`config.mk`:
```
export PLATFORM = sky130hd
export DESIGN_NAME = minc_loader
export DESIGN_NICKNAME = d
export VERILOG_FILES = /design/src/rtl/minc_loader.sv
export SDC_FILE = /design/constraint.sdc
export NUM_CORES = 1
export LEC_CHECK = 0
export BUFFER_PORTS_ARGS = -buffer_cell sky130_fd_sc_hd__buf_2
export CAP_MARGIN = 20
export CORE_ASPECT_RATIO = 0.5
export CORE_MARGIN = 2
export CORE_UTILIZATION = 26
export CTS_BUF_LIST = sky130_fd_sc_hd__clkbuf_4
export DETAILED_ROUTE_END_ITERATION = 6
export PLACE_DENSITY_LB_ADDON = 0.12
export SETUP_SLACK_MARGIN = 0.02
export SYNTH_ARGS = -nofsm -noshare
export SYNTH_HDL_FRONTEND = slang
export SYNTH_SLANG_ARGS = --single-unit
```
`constraint.sdc`:
```
create_clock -name CLK -period 7.7 [get_ports CLK]
set_input_delay 1.54 -clock CLK [delete_from_list [all_inputs] [get_ports CLK]]
set_output_delay 1.54 -clock CLK [all_outputs]
set_load 0.02 [all_outputs]
```
`src/rtl/minc_loader.sv`:
```
// Program loader for the minc core: assembles a framed byte stream into instruction
// words, writes them to the core's ROM and releases the core once the checksum passes.
module minc_loader #(
    parameter int unsigned INSTR_W = 15,
    parameter int unsigned ADDR_W  = 8,
    parameter int unsigned TIMEOUT = 1000000
) (
    input  logic               CLK,
    input  logic               nRESET,
    input  logic [7:0]         rx_data,
    input  logic               rx_valid,
    output logic               rx_ready,
    input  logic               load_req,
    output logic               rom_we,
    output logic [ADDR_W-1:0]  rom_addr,
    output logic [INSTR_W-1:0] rom_wdata,
    output logic               cpu_nreset,
    output logic               done,
    output logic               error,
    output logic [1:0]         err_cause
);

    localparam int unsigned HI_W     = INSTR_W - 8;
    localparam int unsigned REM_W    = ADDR_W + 1;
    localparam int unsigned TMR_W    = (TIMEOUT > 2) ? $clog2(TIMEOUT) : 1;
    localparam int unsigned TMO_LAST = (TIMEOUT == 0) ? 0 : TIMEOUT - 1;

    localparam logic [2:0] S_COUNT = 3'd0;
    localparam logic [2:0] S_HI    = 3'd1;
    localparam logic [2:0] S_LO    = 3'd2;
    localparam logic [2:0] S_SUM   = 3'd3;
    localparam logic [2:0] S_RUN   = 3'd4;
    localparam logic [2:0] S_ERR   = 3'd5;

    logic [2:0]         r_state,     w_state_nxt;
    logic [7:0]         r_sum,       w_sum_nxt;
    logic [REM_W-1:0]   r_rem,       w_rem_nxt;
    logic [ADDR_W-1:0]  r_waddr,     w_waddr_nxt;
    logic [HI_W-1:0]    r_hi,        w_hi_nxt;
    logic [TMR_W-1:0]   r_timer,     w_timer_nxt;
    logic [1:0]         r_err_cause, w_cause_nxt;
    logic               r_rom_we,    w_we_nxt;
    logic [ADDR_W-1:0]  r_rom_addr,  w_addr_nxt;
    logic [INSTR_W-1:0] r_rom_wdata, w_wdata_nxt;
    logic               r_rx_ready;
    logic               r_cpu_nreset;
    logic               r_done;
    logic               r_error;

    logic               w_accept;
    logic               w_timeout;
    logic [7:0]         w_sum_add;

    assign w_accept  = rx_valid & r_rx_ready;
    assign w_timeout = (TIMEOUT != 0) && (r_timer == TMR_W'(TMO_LAST));
    assign w_sum_add = r_sum + rx_data;

    // Next-state and datapath decode; an accepted byte always takes priority over a timeout.
    always_comb begin
        w_state_nxt = r_state;
        w_sum_nxt   = r_sum;
        w_rem_nxt   = r_rem;
        w_waddr_nxt = r_waddr;
        w_hi_nxt    = r_hi;
        w_timer_nxt = r_timer;
        w_cause_nxt = r_err_cause;
        w_we_nxt    = 1'b0;
        w_addr_nxt  = r_rom_addr;
        w_wdata_nxt = r_rom_wdata;
        case (r_state)
            S_COUNT: begin
                if (w_accept) begin
                    w_rem_nxt   = (rx_data == 8'd0) ? REM_W'(1 << ADDR_W) : REM_W'(rx_data);
                    w_waddr_nxt = '0;
                    w_sum_nxt   = rx_data;
                    w_timer_nxt = '0;
                    w_state_nxt = S_HI;
                end
            end
            S_HI: begin
                if (w_accept) begin
                    w_timer_nxt = '0;
                    if (|rx_data[7:HI_W]) begin
                        w_state_nxt = S_ERR;
                        w_cause_nxt = 2'b01;
                    end else begin
                        w_hi_nxt    = rx_data[HI_W-1:0];
                        w_sum_nxt   = w_sum_add;
                        w_state_nxt = S_LO;
                    end
                end else if (w_timeout) begin
                    w_state_nxt = S_ERR;
                    w_cause_nxt = 2'b11;
                end else begin
                    w_timer_nxt = r_timer + TMR_W'(1);
                end
            end
            S_LO: begin
                if (w_accept) begin
                    w_timer_nxt = '0;
                    w_sum_nxt   = w_sum_add;
                    w_rem_nxt   = r_rem - REM_W'(1);
                    w_we_nxt    = 1'b1;
                    w_addr_nxt  = r_waddr;
                    w_wdata_nxt = {r_hi, rx_data};
                    w_waddr_nxt = r_waddr + ADDR_W'(1);
                    w_state_nxt = (r_rem == REM_W'(1)) ? S_SUM : S_HI;
                end else if (w_timeout) begin
                    w_state_nxt = S_ERR;
                    w_cause_nxt = 2'b11;
                end else begin
                    w_timer_nxt = r_timer + TMR_W'(1);
                end
            end
            S_SUM: begin
                if (w_accept) begin
                    w_timer_nxt = '0;
                    if (w_sum_add == 8'd0) begin
                        w_state_nxt = S_RUN;
                    end else begin
                        w_state_nxt = S_ERR;
                        w_cause_nxt = 2'b10;
                    end
                end else if (w_timeout) begin
                    w_state_nxt = S_ERR;
                    w_cause_nxt = 2'b11;
                end else begin
                    w_timer_nxt = r_timer + TMR_W'(1);
                end
            end
            S_RUN, S_ERR: begin
                if (load_req) begin
                    w_state_nxt = S_COUNT;
                    w_sum_nxt   = '0;
                    w_waddr_nxt = '0;
                    w_cause_nxt = 2'b00;
                    w_timer_nxt = '0;
                end
            end
            default: w_state_nxt = S_COUNT;
        endcase
    end

    // Status outputs are decoded from the next state so they line up with the transition.
    always_ff @(posedge CLK or negedge nRESET) begin
        if (!nRESET) begin
            r_state      <= S_COUNT;
            r_sum        <= '0;
            r_rem        <= '0;
            r_waddr      <= '0;
            r_hi         <= '0;
            r_timer      <= '0;
            r_err_cause  <= 2'b00;
            r_rom_we     <= 1'b0;
            r_rom_addr   <= '0;
            r_rom_wdata  <= '0;
            r_rx_ready   <= 1'b1;
            r_cpu_nreset <= 1'b0;
            r_done       <= 1'b0;
            r_error      <= 1'b0;
        end else begin
            r_state      <= w_state_nxt;
            r_sum        <= w_sum_nxt;
            r_rem        <= w_rem_nxt;
            r_waddr      <= w_waddr_nxt;
            r_hi         <= w_hi_nxt;
            r_timer      <= w_timer_nxt;
            r_err_cause  <= w_cause_nxt;
            r_rom_we     <= w_we_nxt;
            r_rom_addr   <= w_addr_nxt;
            r_rom_wdata  <= w_wdata_nxt;
            r_rx_ready   <= (w_state_nxt != S_RUN) && (w_state_nxt != S_ERR);
            r_cpu_nreset <= (w_state_nxt == S_RUN);
            r_done       <= (w_state_nxt == S_RUN);
            r_error      <= (w_state_nxt == S_ERR);
        end
    end

    assign rx_ready   = r_rx_ready;
    assign rom_we     = r_rom_we;
    assign rom_addr   = r_rom_addr;
    assign rom_wdata  = r_rom_wdata;
    assign cpu_nreset = r_cpu_nreset;
    assign done       = r_done;
    assign error      = r_error;
    assign err_cause  = r_err_cause;

endmodule

```
# After elaboration in Yosys (flattened, before gate mapping)
# Cells that the tools add are included.
op_classes:
  n_mux: 38
  n_reduce_logical: 18
  n_eq_ne: 20
  n_bitwise: 2
  add_sub_neg: 4
op_table:
  columns: ["op", "count"]
  rows:
  - ["$mux W20", 4]
  - ["$pmux W20 S3", 1]
  - ["$mux W8", 7]
  - ["$pmux W8 S4", 1]
  - ["$mux W9", 3]
  - ["$pmux W8 S3", 1]
  - ["$mux W3", 7]
  - ["$add A20 B1 Y20 const B", 1]
  - ["$eq A20 B20 Y1 const B", 1]
  - ["$pmux W9 S2", 1]
  - ["$logic_not A8 Y1", 2]
  - ["$mux W2", 8]
  - ["$ne A3 B3 Y1 const B", 5]
  - ["$pmux W3 S5", 1]
  - ["$eq A3 B3 Y1 const B", 4]
  - ["$ne A2 B2 Y1 const B", 6]
  - ["$eq A9 B1 Y1 const B", 1]
  - ["$sub A9 B1 Y9 const B", 1]
  - ["$add A8 B1 Y8 const B", 1]
  - ["$add A8 B8 Y8", 1]
  - ["$pmux W2 S4", 1]
  - ["$reduce_and A4 Y1", 2]
  - ["$reduce_bool A4 Y1", 2]
  - ["$eq A3 B2 Y1 const B", 2]
  - ["14 further kinds", 18]
word_totals:
  reg_bits: 84
  word_cells: 95

# Depth between registers and ports, before layout
# Gate-level depths: netlist of run 1.
depth:
  ltp_word: 7
  depth_mapped: 9

# Least setup slack after synthesis of run 1
# OpenSTA, ideal clock, no wires.
synth_timing:
  kind: "input port to flip-flop"
  start: "input port rx_data[0]"
  end: "register r_err_cause[1] (netlist: err_cause[1])"
  n_path_buf: 0
  required_ns: 7.580
  cell_stages: 8
  setup_time_ns: 0.120
  arrival_ns: 3.521
  slack_ns: 4.059
  path_cell_list: "ha_1 fa_1 xor2_1 or4_1 a21oi_1 nand4b_1 or3_1 a41o_1"
synth_between:
  elab_chain_len: 4
synth_lines:
  columns: ["item", "line_no", "rtl"]
  rows:
  - ["start: declaration", "10", "input logic [7:0] rx_data,"]
  - ["$add A8 B8 Y8", "56", "assign w_sum_add = r_sum + rx_data;"]
  - ["$logic_not A8 Y1", "118", "if (w_sum_add == 8'd0) begin"]
  - ["$ne A3 B3 Y1 (no source line)", null, null]
  - ["$reduce_and A5 Y1 (no source line)", null, null]
  - ["end signal: assignment", "168", "r_err_cause <= w_cause_nxt;"]
  - ["end: declaration", "41", "logic [1:0] r_err_cause, w_cause_nxt;"]
# Every way passes these cells.
# A chain may end at the register's enable or synchronous reset.

# Final worst setup path of run 1
layout_timing:
  start: "input port rx_data[0]"
  end: "register r_err_cause[0] (netlist: err_cause[0])"
# The elaborated chain is that of the path after synthesis.

==> results.toml, run 1 <==
[run_status]
outcome = "completed"

[synth]
synth-async-reset-ratio = 1.00
syn_inst = 462
synth_adder_area_share = 0.0350
synthesis.area_sq_mm = 0.00451
synth_top_cell_by_area = "dfrtp_1"
avgSynthCellArea_sq_um = 9.76
synth_top_family_by_area = "simple AND/OR/NAND/NOR gates"
netlist.area_leader.share = 0.460
synth_compound_area_frac = 0.154
synth-xor-area-share = 0.0291
ys_top_cells_by_area = "dfrtp_1 (46%), mux2_2 (7.7%), o21ai_0 (5.3%)"
synth_edf_count = 0
ys_seq_area_frac = 0.466
yosysMostFrequentCell = "dfrtp_1"
synth_nets = 486
synthSimpleGateAreaFrac = 0.202
yosys_warnings = 0
muxShareOfSynthArea = 0.0796
ys_seq_elements = 84
synth_cell_types = 56
synth_common_cells = "dfrtp_1 (83), o21ai_0 (48), nor2_1 (45), mux2_2 (31), nand2_1 (30)"
synth_ff_type = "dfrtp_1"

[timing]
finalSetupTns_ns = 0
finalMaxSlewViolations = 0
min_period_over_period = 0.456
report.final.setup_viol = 0
hold_ws_ns = 0.489
fmax_mhz = 285
tightest_slew_ns = 1.07
relSlewSlack = 0.286
clock_skew_ns = 0.0278
rsz0062_at_grt = "false"
fin_crit_ns = 3.51
hold_viol = 0

[routing]
drt-total-wl_microns = 11900
wl_per_cell_microns = 16.4
drt-pass1-iter-count = 4
drtAntennaViolNets = 0
drcViolationCount = 0
vias = 3595
drt-initial-drc-count = 191
viasPerCell = 4.94

[setup_path]
critPathMaxStageDelay_ns = 0.41
cp-endpoint = "err_cause[0]"
cp_top_family = "simple AND/OR/NAND/NOR gates"
reg2regPathDepth = 4
cp_slowest_cell = "fa_1"
crit_start = "rx_data[0]"
cp_max_fo = 6
crit_type = "primary input to flop"
cp-start-kind = "primary input"
cp_num_buf_inv = 1
timing.rr.end = "rom_addr[3]"
rrSetupSlack_ns = 4.67
worst-path-stages = 9
cp-end-kind = "flop"
cp.arrival_ns = 3.88
r2r-start = "r_state[2]"
path_cells = "buf_2, ha_1, fa_1, xor2_1, or4_1, a21oi_1, nand4b_1, or3_1, a311oi_1"
required_ns = 8.07

[global_route]
track_usage = 0.138
grt_start_max_net_pins = 65
antenna_found_initial = 0
grt_pass1_vias = 3516
grt_pass1_wl_microns = 20000
overflow = 0

[floorplan]
rows = 33
die_w_microns = 190
pin_count = 42
coreArea_sq_mm = 0.0167
dieArea_sq_mm = 0.0185
initial_core_util = 0.270
fp.dieH_microns = 97.1

[clock_network]
clkTransAtPathRegs_ns = 0.15
cts_made_buffers = 9
cts_tree = "built"
cts_hold_buf = 0
htreeDepth = 3
clk_latency_ns = 0.48
cts_sinks = 84
clock-root-buffer = "clkbuf_4"
cts_buffer_depth = 2
cts_resized = 0
cts_post_setup_buffers_inserted = 0

[finish]
layout-drive-gt1-share = 0.208
antennaDiodeCount = 0
final_nets = 519
finish.utilization = 0.304
stdcell_count = 727
synthToLayoutAreaGrowth_pct = 12.5

[power]
vdd_drop_max_uv = 81.6
power_per_cell_area_mw_per_mm2 = 332
power_leakage_nw = 2.12

[hold_path]
hold_path.class = "flop to flop"
hold_depth = 1

[placed_design]
dpl.cell_count = 710
dp_hpwl_microns = 8300
routabilityCongestion = 0.804
io_buffers = 41

[flow_run]
maxCapViolCount = 0
per-layer routing:
| layer | routed length [microns] | vias up | track usage |
|---|---|---|---|
| met4 | 131 | 0 | 0.0352 |
| li1 | - | 1768 | - |
| met1 | 6160 | 1762 | 0.202 |
| met2 | 5250 | 55 | 0.206 |
| met5 | 0 | - | 0 |
| met3 | 371 | 10 | 0.0307 |
worst reg2reg max path: cells and delay by family (launching register included):
family | cells | cell delay (ns)
AND/OR/NAND/NOR | 3 | 1.89
flip-flops | 1 | 0.61
multiplexers | 1 | 0.45
worst min-delay path by stage:
stage	start	endpoint	slack [ns]
2_1_floorplan	r_timer[19]	r_timer[19]	0.44
6_report	r_timer[19]	r_timer[19]	0.49
3_5_place_dp	r_timer[19]	r_timer[19]	0.46
3_3_place_gp	r_sum[3]	r_sum[3]	0.48
5_1_grt	r_timer[19]	r_timer[19]	0.50
4_1_cts	r_timer[19]	r_timer[19]	0.49
where the power goes:
part | internal (mW) | total [mW] | leakage, nW | switching (mW)
logic | 0.285 | 0.743 | 0.956 | 0.458
registers | 0.564 | 0.676 | 1.09 | 0.112
clock network | 0.0788 | 0.268 | 0.0796 | 0.189
registers in the layout, indices dropped and copies added (netlist names):
register / cells
rom_addr: 8
r_sum: 8
r_state: 3
rom_we: 1
done: 1
rom_wdata: 15
r_rem: 9
r_waddr: 8
rx_ready: 1
r_timer: 20
error: 1
r_hi: 7
err_cause: 2
kinds of logic (layout without fill, tap and decap cells):
family	Yosys count	after routing
adders and majority gates	12	12
and+or+nand+nor	170	170
DFF	84	84
muxes	32	32
AOI/OAI and AO/OA	114	114
buffers and inverters	35	73
xor gates and xnor gates	15	15
area by class of cell:
cell class | instances | area (sq um)
fillers | 1761 | 11600
multi-input cells | 343 | 2260
flip-flops and latches | 84 | 2100
well taps | 227 | 284
repair buffers | 44 | 230
clock inverters | 7 | 76.3
clock buffers | 9 | 67.6
inverters | 13 | 48.8
stage by stage:
| stage | instance area, sq um | setup slack (ns) | power (mW) |
|---|---|---|---|
| finish | 5070 | 4.19 | 1.69 |
| global route | 5070 | 4.05 | 1.85 |
| CTS | 5070 | 4.22 | 1.71 |
| detailed placement | 4920 | 3.73 | 1.43 |
| global placement | 4920 | 3.77 | 1.43 |
| floorplan | 4510 | 4.06 | 1.21 |
cells in the final DEF, fill, tap and decap left out, drive strengths merged, types with 6 or more instances in the layout:
cell type  netlist  final
dfrtp           83     83
o21ai           49     49
nor2            45     45
buf              7     44
mux2            31     31
nand2           30     30
a21oi           25     25
inv             13     18
nand3           12     12
xnor2           12     12
nor3            12     12
nand4           11     11
nor4            11     11
ha              11     11
clkbuf          15      9
or3              7      7
a31oi            7      7
a22oi            6      6
or4              6      6
No activity file was read; power rests on OpenSTA's default activity.
==> run 2: changes to the inputs <==
--- a/config.mk
+++ b/config.mk
@@ -5,6 +5,7 @@
 export SDC_FILE = /design/constraint.sdc
 export NUM_CORES = 1
 export LEC_CHECK = 0
+export ABC_AREA = 1
 export BUFFER_PORTS_ARGS = -buffer_cell sky130_fd_sc_hd__buf_2
 export CAP_MARGIN = 20
 export CORE_ASPECT_RATIO = 0.5
==> constraint.sdc (replaced) <==
create_clock -name CLK -period 3 [get_ports CLK]
set_input_delay 0.6 -clock CLK [delete_from_list [all_inputs] [get_ports CLK]]
set_output_delay 0.6 -clock CLK [all_outputs]
set_load 0.02 [all_outputs]
==> run 2 against run 1 <==
  * Clock skew decreased by 0.013 ns
  * Wire length is 5.6% higher
  * Register-to-register slack worse by 3.8 ns
  * Count of clock-buffer cells in the layout stayed put
  * Core utilization about the same
  * Critical endpoint is now error
  * Die area is 4.4% higher
  * Power increased to 2.6 times the previous value
  * Combinational power grew to 2.8 times the previous value
==> results.toml, run 2 <==
[synth]
synth-async-reset-ratio = 1.00
synth_common_cells = "nand2_1 (148), dfrtp_1 (83), inv_1 (75), o21ai_0 (51), nor2_1 (50)"
ys_seq_area_frac = 0.446
synth_nets = 634
synth_ff_type = "dfrtp_1"
syn_inst = 610
synth_edf_count = 0
avgSynthCellArea_sq_um = 7.73
synthesis.area_sq_mm = 0.00472
synth_top_cell_by_area = "dfrtp_1"
yosys_warnings = 0
ys_seq_elements = 84
netlist.area_leader.share = 0.440
synth_cell_types = 46
yosysMostFrequentCell = "nand2_1"
ys_top_cells_by_area = "dfrtp_1 (44%), nand2_1 (12%), inv_1 (6.0%)"

[setup_path]
cp_slowest_cell = "dfrtp_1"
cp-start-kind = "flop"
cp-end-kind = "flop"
crit_type = "flop to flop"
timing.rr.end = "error"
path_cells = "ha_1, fa_1, nand2_1, nand2_1, nand3_1, nand2_1, nand2_1, nand2_1, nor2_1, nand2_1, nand2_1, nand4_1, nand2_1, inv_1"
r2r-start = "r_sum[0]"
crit_top_cell = "nand2_1"
required_ns = 3.36
reg2regPathDepth = 14
cp.arrival_ns = 2.52
critPathMaxStageDelay_ns = 0.41
cp_max_fo = 3
rrSetupSlack_ns = 0.84

[hold_path]
hold_path.class = "primary input to flop"
hold_path_end = "r_hi[3]"
hold_depth = 3
hp-start = "rx_data[3]"

[power]
power_per_cell_area_mw_per_mm2 = 816
combPwrFrac = 0.480
swShare = 0.472
vdd_drop_max_uv = 228
power.share.sequential = 0.364
power_leakage_nw = 2.55
p_clk_frac = 0.156
p_int_mw = 2.30
switchingPower_mw = 2.06

[timing]
min_period_over_period = 0.720
finalSetupTns_ns = 0
fin_crit_ns = 2.16
hold_viol = 0
hold_ws_ns = 0.402
relSlewSlack = 0.679
finalMaxSlewViolations = 0
clock_skew_ns = 0.0148
report.final.setup_viol = 0
rsz0062_at_grt = "false"
tightest_slew_ns = 0.480
fmax_mhz = 463

[routing]
drt-initial-drc-count = 273
vias = 4015
drtAntennaViolNets = 0
drcViolationCount = 0
viasPerCell = 4.49
drt-total-wl_microns = 12600
wl_per_cell_microns = 14.1
drt-pass1-iter-count = 6

[clock_network]
clkTransAtPathRegs_ns = 0.14
clk_latency_ns = 0.45
cts_made_buffers = 9
cts_buffer_depth = 2
htreeDepth = 3
cts_resized = 0
cts_sinks = 84
clock-root-buffer = "clkbuf_4"
cts_post_setup_buffers_inserted = 0
cts_tree = "built"

[floorplan]
pin_count = 42
initial_core_util = 0.268
coreArea_sq_mm = 0.0176
rows = 34
dieArea_sq_mm = 0.0193
die_w_microns = 194
fp.dieH_microns = 99.2

[global_route]
track_usage = 0.139
grt_start_max_net_pins = 67
antenna_found_initial = 0
grt_pass1_vias = 4066
overflow = 0
grt_pass1_wl_microns = 21300

[finish]
final_cell_mix = "nand2_1 (148), dfrtp_1 (83), inv_1 (75)"
final_nets = 679
mostFrequentLayoutCell = "nand2_1"
layout-drive-gt1-share = 0.152
top_register = "r_timer"
regArea_sq_mm = 0.00210
design_area_sq_mm = 0.00534
largest_reg_flops = 20
stdcell_count = 894
fillCellCount = 1917
synthToLayoutAreaGrowth_pct = 13.2
multi_input_area_sq_mm = 0.00221
antennaDiodeCount = 0

[placed_design]
dpl.cell_count = 877
routabilityCongestion = 0.821
dp_hpwl_microns = 9200
place_area_sq_mm = 0.00519
io_buffers = 41

[run_status]
outcome = "completed"

[flow_run]
maxCapViolCount = 0
run 2: worst max-delay path: cells and delay by family (launching register included):
kind,cells,cell delay [ns]
adders and majority gates,2,0.64
DFF,1,0.41
and+or+nand+nor,11,0.99
buffers and inverters,1,0.04
run 2: cell families (layout without fill, tap and decap cells):
family                   Yosys count  after routing  share of synthesized area
AND/OR/NAND/NOR                  295            295                      0.289
AO/OA/AOI/OAI                    108            108                      0.127
buffers and inverters            101            151                     0.0852
flip-flops                        84             84                      0.446
adder cells (fa/ha/maj)           12             12                     0.0334
XOR/XNOR                          10             10                     0.0186
run 2: cell type report:
class / count / share of cell area
clock buffer: 9 / 0.0127
clock inverter: 7 / 0.0127
tap: 234 / 0.0548
timing repair buffer: 47 / 0.0501
inverter: 88 / 0.0619
multi-input combinational: 425 / 0.414
sequential: 84 / 0.394
run 2: power by group through the flow:
| stage | clock network, mW | registers (mW) | logic (mW) |
|---|---|---|---|
| 2_1_floorplan | 0 | 1.68 | 1.48 |
| 3_3_place_gp | 0 | 1.61 | 2.12 |
| 3_5_place_dp | 0 | 1.61 | 2.12 |
| 4_1_cts | 0.722 | 1.59 | 2.12 |
| 5_1_grt | 0.768 | 1.63 | 2.40 |
| 6_report | 0.681 | 1.59 | 2.09 |
run 2: worst max path at each step:
stage               cells past startpoint      endpoint       start  slack, ns
CTS                                    14         error    r_sum[0]       0.81
detailed placement                     15         error  rx_data[0]       0.48
floorplan                              14         error  rx_data[0]       0.89
finish                                 14         error    r_sum[0]       0.84
global route                           10  err_cause[0]  r_state[2]       0.55
global placement                       15         error  rx_data[0]       0.54
run 2: metal layers:
layer / track usage / up-vias / share of wire
li1: - / 2066 / -
met1: 0.191 / 1888 / 0.51
met2: 0.226 / 48 / 0.45
met3: 0.0244 / 13 / 0.022
met4: 0.0367 / 0 / 0.012
met5: 0 / - / 0
run 2: what timing repair did:
action | CTS | global route
endpoints found under the hold margin | 18 | 0
setup endpoints to repair | 0 | 0
hold buffers | 1 | 0
run 2: stage by stage:
step                total power, mW  utilization  setup WS, ns
floorplan                      3.15            -         0.887
global placement               3.73        0.296         0.537
global route                   4.79        0.304         0.553
CTS                            4.43        0.304         0.809
detailed placement             3.73        0.296         0.485
finish                         4.36        0.304         0.839
